### src/rtl/varlat_bank_arb.sv
// Round-robin arbiter from NumIn requesters onto one bank port, with in-order response routing via an ID FIFO.
// Define VARLAT_BANK_ARB_WRESP_EN to track store handshakes and route store responses as well.
module varlat_bank_arb #(
  parameter int NumIn          = 4,
  parameter int ReqDataWidth   = 32,
  parameter int RespDataWidth  = 32,
  parameter int MaxOutstanding = 4
) (
  input  logic                                  clk_i,
  input  logic                                  rst_i,
  input  logic [NumIn-1:0]                      req_i,
  input  logic [NumIn-1:0]                      wen_i,
  input  logic [NumIn*ReqDataWidth-1:0]         wdata_i,
  output logic [NumIn-1:0]                      gnt_o,
  output logic [NumIn-1:0]                      vld_o,
  output logic [NumIn*RespDataWidth-1:0]        rdata_o,
  output logic                                  req_o,
  output logic                                  wen_o,
  output logic [ReqDataWidth-1:0]               wdata_o,
  input  logic                                  gnt_i,
  input  logic                                  vld_i,
  input  logic [RespDataWidth-1:0]              rdata_i,
  output logic [$clog2(MaxOutstanding+1)-1:0]   outstanding_o,
  output logic                                  err_o
);

  localparam int IdxW = (NumIn > 1) ? $clog2(NumIn) : 1;
  localparam int PtrW = (MaxOutstanding > 1) ? $clog2(MaxOutstanding) : 1;
  localparam int CntW = $clog2(MaxOutstanding + 1);

  // Handshake: a bank transfer happens in a cycle where req_o and gnt_i are both high;
  // a response is the single cycle vld_i is high, returned in request order.
  logic [IdxW-1:0] rr_q;
  logic [IdxW-1:0] winner;
  logic            any_req;
  logic            full;
  logic            hs;
  logic            track;
  logic            pop;
  logic            fifo_empty;
  logic [PtrW-1:0] wr_ptr_q;
  logic [PtrW-1:0] rd_ptr_q;
  logic [CntW-1:0] count_q;
  logic            err_q;
  logic [IdxW-1:0] id_mem [MaxOutstanding];
  logic [IdxW-1:0] head;

  function automatic logic [PtrW-1:0] ptr_inc(input logic [PtrW-1:0] p);
    return (p == PtrW'(MaxOutstanding - 1)) ? '0 : p + 1'b1;
  endfunction

  // Iterate from the farthest offset down so the nearest requester at/after rr_q wins.
  always_comb begin
    winner  = '0;
    any_req = 1'b0;
    for (int i = NumIn - 1; i >= 0; i--) begin
      if (req_i[(int'(rr_q) + i) % NumIn]) begin
        winner  = IdxW'((int'(rr_q) + i) % NumIn);
        any_req = 1'b1;
      end
    end
  end

  assign full       = (count_q == CntW'(MaxOutstanding));
  assign fifo_empty = (count_q == '0);
  assign req_o      = any_req & ~full;
  assign wen_o      = req_o ? wen_i[winner] : 1'b0;
  assign wdata_o    = req_o ? wdata_i[winner*ReqDataWidth +: ReqDataWidth] : '0;
  assign hs         = req_o & gnt_i;
  assign pop        = vld_i & ~fifo_empty;
  assign head       = id_mem[rd_ptr_q];

`ifdef VARLAT_BANK_ARB_WRESP_EN
  assign track = hs;
`else
  assign track = hs & ~wen_o;
`endif

  always_comb begin
    gnt_o         = '0;
    gnt_o[winner] = hs;
  end

  always_comb begin
    vld_o   = '0;
    rdata_o = '0;
    if (pop) begin
      vld_o[head]                                  = 1'b1;
      rdata_o[head*RespDataWidth +: RespDataWidth] = rdata_i;
    end
  end

  always_ff @(posedge clk_i or posedge rst_i) begin
    if (rst_i) begin
      rr_q <= '0;
    end else if (hs) begin
      rr_q <= (winner == IdxW'(NumIn - 1)) ? '0 : winner + 1'b1;
    end
  end

  // ID storage is not reset: only the pointers and count define which entries are live.
  always_ff @(posedge clk_i) begin
    if (track) begin
      id_mem[wr_ptr_q] <= winner;
    end
  end

  always_ff @(posedge clk_i or posedge rst_i) begin
    if (rst_i) begin
      wr_ptr_q <= '0;
      rd_ptr_q <= '0;
      count_q  <= '0;
      err_q    <= 1'b0;
    end else begin
      if (track) wr_ptr_q <= ptr_inc(wr_ptr_q);
      if (pop)   rd_ptr_q <= ptr_inc(rd_ptr_q);
      case ({track, pop})
        2'b10:   count_q <= count_q + 1'b1;
        2'b01:   count_q <= count_q - 1'b1;
        default: count_q <= count_q;
      endcase
      if (vld_i && fifo_empty) err_q <= 1'b1;
    end
  end

  assign outstanding_o = count_q;
  assign err_o         = err_q;

endmodule

### config.mk
export PLATFORM = sky130hd
export DESIGN_NAME = varlat_bank_arb
export DESIGN_NICKNAME = d
export VERILOG_FILES = /design/src/rtl/varlat_bank_arb.sv
export SDC_FILE = /design/constraint.sdc
export NUM_CORES = 1
export LEC_CHECK = 0
export ABC_AREA = 1
export BUFFER_PORTS_ARGS = -buffer_cell sky130_fd_sc_hd__buf_2
export CORE_AREA = 5 5 130 132
export CTS_BUF_LIST = sky130_fd_sc_hd__clkbuf_2
export CTS_CLUSTER_SIZE = 12
export DETAILED_ROUTE_END_ITERATION = 8
export DIE_AREA = 0 0 135 137
export PLACE_DENSITY_LB_ADDON = 0.1
export SETUP_SLACK_MARGIN = 0.02
export SKIP_CTS_REPAIR_TIMING = 1
export SLEW_MARGIN = 15
export SYNTH_ARGS = -nofsm -noshare
export SYNTH_HDL_FRONTEND = slang
export SYNTH_SLANG_ARGS = --single-unit
### constraint.sdc
create_clock -name clk_i -period 2.6 [get_ports clk_i]
set_clock_uncertainty 0.05 [all_clocks]
set_input_delay 0 -clock clk_i [delete_from_list [all_inputs] [get_ports clk_i]]
set_output_delay 0 -clock clk_i [all_outputs]
set_load 0.01 [all_outputs]
After elaboration in Yosys (flattened, before gate mapping)

Memories as Yosys holds them, arrays and structs flattened.
Index checks and enable logic that the tools add are counted.

Logic and storage cells: 87
Memory bits (writable): 8
Bits in registers: 10
Memories kept: 1
Output and inout bits: 174
Input port bits: 172

Memories:

| memory | words | bits a word | read ports | clocked after memory_dff | write ports | RTL line | source |
|---|---|---|---|---|---|---|---|
| id_mem | 4     | 2           | 1          | 0                        | 1           | 45       | `logic [IdxW-1:0] id_mem [MaxOutstanding];` |

Muxes and demuxes: 35
Eq/ne operators: 6
Bitwise operators: 12
$lt $le $gt $ge: 8
Add/subtract/negate cells: 9
Shifts and indexed selects: 3
Reduce and logical (&&, ||, !) cells: 8

Operator list:

| cell                                                     | number |
|---|---|
| AND 128 bit                                              | 1 |
| two-way mux 128 bit                                      | 1 |
| variable shift 32 x 34 -> 128 bit (first input constant) | 1 |
| variable part select 128 x 8 -> 32 bit                   | 1 |
| variable part select 32 x 34 -> 128 bit                  | 1 |
| negation 7 -> 34 bit                                     | 1 |
| two-way mux 32 bit                                       | 1 |
| two-way mux 1 bit                                        | 17 |
| two-way mux 2 bit                                        | 7 |
| < comparator 3 x 4 -> 1 bit (second input constant)      | 3 |
| binary-select mux 1 bit (select 2 bit)                   | 5 |
| < comparator 2 x 3 -> 1 bit (second input constant)      | 3 |
| adder 2 x 1 -> 2 bit (second input constant)             | 4 |
| == test 2 bit (second input constant)                    | 4 |
| one-hot mux 3 bit (2 select lines)                       | 1 |
| OR reduction 2 bit                                       | 3 |
| adder 2 bit (second input constant)                      | 2 |
| AND 1 bit                                                | 4 |
| AND 4 bit                                                | 1 |
| demux 1 bit (select 2 bit)                               | 2 |
| >= comparator 2 x 1 -> 1 bit (second input constant)     | 2 |
| two-way mux 4 bit                                        | 1 |
| adder 3 x 1 -> 3 bit (second input constant)             | 1 |
| AND 1 bit (first input constant)                         | 3 |
| 7 further kinds                                          | 11 |

Logic depth before layout (Yosys ltp)

Depth in word-level cells: 17
Gate-level depth with buffers: 17
Mapped depth without buffers: 17

Worst setup path before layout

Ideal clock, no wire load.

Path type: register -> register
From: register rr_q[0]
To: register count_q[2], in the netlist outstanding_o[2]
Arrival time: 2.325 ns
Required time: 2.419 ns
Stages on the path, launching flop included: 17
Path slack: 0.094 ns
Buffers on the path: 1
Library setup time: 0.131 ns
Clock period less this slack: 2.506 ns
Cell sequence: dfrtp_1 -> buf_6 -> xnor2_1 -> nand2_1 -> nand3_2 -> nand2_2 -> nand2_2 -> nand2_4 -> nand2_1 -> nand3_1 -> nand3_2 -> ha_1 -> inv_1 -> fa_1 -> a21oi_1 -> o21ai_0 -> xor2_1

Cells in the longest elaborated chain, start to end: 15
Elaborated cells on any way between the ends: 33
Classes of those cells: add/sub (3); eq/ne (2); mux (23); bitwise (4); reduce/logical (1)

Ends and longest elaborated chain:

| element                                                                         | RTL line | source |
|---|---|---|
| start: declaration                                                              | 33       | `logic [IdxW-1:0] rr_q;` |
| start signal: assignment                                                        | 97       | `rr_q <= (winner == IdxW'(NumIn - 1)) ? '0 : winner + 1'b1;` |
| adder 2 bit                                                                     | 57, 58   |  |
| binary-select mux 1 bit (select 2 bit)                                          | 57       | `if (req_i[(int'(rr_q) + i) % NumIn]) begin` |
| two-way mux 1 bit (not written as such) (2 in a row)                            | 57       |  |
| two-way mux 2 bit (4 in a row)                                                  | 57       |  |
| binary-select mux 1 bit (select 2 bit)                                          | 67       | `assign wen_o = req_o ? wen_i[winner] : 1'b0;` |
| two-way mux 1 bit (not written as such)                                         | 67       |  |
| two-way mux 1 bit                                                               | 67       |  |
| inverter 1 bit                                                                  | 76       | `assign track = hs & ~wen_o;` |
| AND 1 bit *                                                                     | 76       |  |
| == test 2 x 1 -> 1 bit / == test 2 bit (equally long branches)                  | 117      | `case ({track, pop})` |
| one-hot mux 3 bit (2 select lines) / nonzero test 2 bit (equally long branches) | n/a      |  |
| end signal: assignment                                                          | 118      | `2'b10: count_q <= count_q + 1'b1;` |
| end signal: assignment                                                          | 119      | `2'b01: count_q <= count_q - 1'b1;` |
| end signal: assignment                                                          | 120      | `default: count_q <= count_q;` |
| end: declaration                                                                | 43       | `logic [CntW-1:0] count_q;` |

Every way passes the cells marked *; elsewhere a longest branch is shown, timed or not. The select of a mux whose other input is x is not followed.
A chain may end at the register's enable or synchronous reset.

Worst setup path in the final report

Same ends and word-level chain as after synthesis.

==> key figures <==
Run status
  • Outcome: complete, no violations

Synth
  • Number of synthesized flops with an enable pin: 8
  • Syn_nets: around 800
  • Synthesized area: around 0.0033 sq mm
  • Top post-synthesis cells by area: nor3_1 19%, nand2_1 19%, a21oi_1 10%, inv_1 7.8%, dfrtp_1 7.5%
  • Post-synthesis async set-or-reset flop share: 55.6%
  • Cells after synthesis: roughly 610
  • Number of distinct library cells after synthesis: 30
  • Synth warnings: 0
  • Post-synth top area cell: nor3_1
  • Synth Flop Type: dfrtp_1
  • Yosys top cell area share: between 10% and 20%
  • FF+latch count, synth: 18
  • Post-synthesis sequential area ratio: roughly 15%
  • Mean Syn Cell Area: 5.48 sq um

Routing
  • DR vias: between 5000 and 6000
  • Post-Route WL: a little over 20 mm
  • Antenna Nets Post-Route: 0
  • DRT Pass-1 Iters: 4
  • Initial DRC Count: about 180
  • Avg WL per Cell: between 15 and 20 um
  • Post-DR vias/cell: roughly 4.7
  • Detailed-route DRC error count: 0

Clock network
  • Worst-Skew Late Latency: between 0.2 and 0.3 ns
  • H-tree Lvls: 1
  • Sink Count: 18
  • Clock root buffer master: clkbuf_2
  • Number of CTS-inserted buffers: 3
  • Longest Clk Path Bufs: 2
  • CTS tree: built
  • Reg clk slew, reported paths: 0.18 ns

Hold path
  • HP Class: input port to async pin

Cells and area
  • Fillers: roughly 1700
  • Area Overhead vs Synth: 100%
  • Commonest cells after routing, fill and taps aside: 341 x buf_2, 156 x nand2_1, 64 x a21oi_1
  • Design area: about 0.0067 sq mm
  • Diode count: 0
  • Commonest non-fill, non-tap cell in the layout: buf_2
  • Utilization after layout: roughly 43%
  • Layout cells sized above 1: a little under three fifths
  • Nets: ~1100

GRT
  • GRT Total Usage: 16.2%
  • Global-route wire length before repair: between 20 and 25 mm
  • Largest net degree at the start of global routing: 71
  • GRT overflow: 0
  • Vias in the first global route: about 4800
  • Initial antenna violation count: 0

Timing
  • Worst-Margin Slew: around 0.44 ns
  • Slew margin rel.: 70.7%
  • Final Slew Violations: 0
  • Peak Freq: roughly 400 MHz
  • Final setup fails: 0
  • RSZ-0062 raised after global routing: yes
  • Crit path time final: roughly 2.5 ns
  • Tcrit/Tclk final: slightly below 100%
  • Hold Violations, Final: 0

Die
  • FP Rows: 46
  • IO Pins: ~350
  • Die height: around 140 um
  • Placeable Area: about 0.016 sq mm
  • Initial core utilization: between 20% and 30%
  • Die area: 0.0185 sq mm
  • Width of the die: 135 um

Run
  • Max cap viols: 0

Setup path
  • Critical path's largest stage delay: between 0.4 and 0.5 ns
  • Register-to-register setup slack: 0.09 ns
  • Crit path capture type: flop
  • Critical path class: flop to flop
  • Bufs and invs on worst path: 2
  • Worst path slowest cell: dfrtp_2
  • Worst-path cell chain: buf_6 > nand2_4 > nand3_2 > nand2_2 > nand3_4 > nand2_2 > nand2_4 > nand3b_1 > nand3_2 > nand3_2 > ha_2 > inv_2 > fa_2 > a21oi_2 > o21ai_1 > xor2_1
  • CP Data Arrival Time: approximately 2.7 ns
  • CP Launch Type: flop
  • CP required: 2.76 ns
  • FF-to-FF path depth: 16
  • Family with the most delay on the worst path: simple AND/OR/NAND/NOR gates
  • Most frequent CP cell: nand3_2
  • Crit path depth: 16
  • Largest fanout on the critical path: 4

Placement
  • IO Port Bufs: 345
  • Detail Placement HPWL: 13.8 mm
  • DP Area: 0.00531 sq mm
  • Gpl congestion: approximately 0.83

Power
  • P_leak: between 3 and 4 nW
  • Tot Pwr: ~12 mW
  • Worst vdd ir: 0.901 mV
  • Power Density: approximately 1700 mW/mm^2
-- synth_stat cells (all sizes together) (2+ instances only) --
master    n
nand2   169
nor3    126
inv      73
a21oi    69
nand3    47
buf      25
clkbuf   24
nor2     20
ha       15
dfrtp    10
edfxtp    8
o21ai     8
or2       3
a32oi     2
nand3b    2
nand4     2
xnor2     2
-- kinds of logic after synthesis --
| family | count (synthesis) | synth area share, % |
|---|---|---|
| flops | 18 | 14.7 |
| simple gates | 369 | 49.6 |
| buf+inv | 122 | 16.0 |
| xor+xnor | 3 | 0.789 |
| fa+ha+maj | 16 | 6.24 |
| compound gates | 80 | 12.7 |
-- sequential cells by signal (all words and copies together) (netlist names) --
name	flops
err_o	1
id_mem	8
outstanding_o	3
rd_ptr_q	2
rr_q	2
wr_ptr_q	2
-- final cells by class --
class	instances	area, sq um	area share [%]
clock buffers	3	15.0	0.225
clock inverters	1	3.75	0.0563
inverters	73	297	4.45
multi-input cells	469	3020	45.2
flip-flops and latches	18	494	7.41
well taps	216	270	4.05
repair buffers	396	2570	38.6
-- path summary, 6_finish.rpt --
check	start	to
min reg2reg	err_o	err_o
max	rr_q[0]	outstanding_o[2]
min	rst_i	err_o
max reg2reg	rr_q[0]	outstanding_o[2]
max in group asynchronous	rst_i	rd_ptr_q[0]
min in group clk_i	gnt_i	rr_q[1]
-- worst reg2reg max path, cell delays in order (launching register included) --
cell and delay (ns):
dfrtp_2 0.47, buf_6 0.15, nand2_4 0.08, nand3_2 0.11, nand2_2 0.10, nand3_4 0.10
nand2_2 0.09, nand2_4 0.06, nand3b_1 0.11, nand3_2 0.10, nand3_2 0.10, ha_2 0.17
inv_2 0.04, fa_2 0.36, a21oi_2 0.11, o21ai_1 0.08, xor2_1 0.14
-- metrics by stage --
stage               cells  worst slack, ns  setup TNS [ns]  hold WS (ns)
floorplan             608           0.0945               0        -0.210
global placement     1145          -0.0273         -0.0273       -0.0236
detailed placement   1145          -0.0370         -0.0370       -0.0183
CTS                  1149           -0.352          -25.24        -0.391
global route         1176          -0.0609          -0.462         0.148
finish               1176           0.0926               0         0.166
-- routing by layer --
layer	vias up	part of all wire [%]	GRT usage (%)
li1	2712	-	-
met1	2539	35	17.4
met3	35	8.3	3.60
met2	281	54	32.5
met4	0	2.7	2.86
met5	-	0	0
-- report_power, final --
part,total [mW],switching (mW),internal [mW]
sequential,0.562,0.104,0.458
combinational,10.9,6.55,4.31
clock,0.116,0.0830,0.0335
Note: power is estimated with default switching activity, not from simulation.
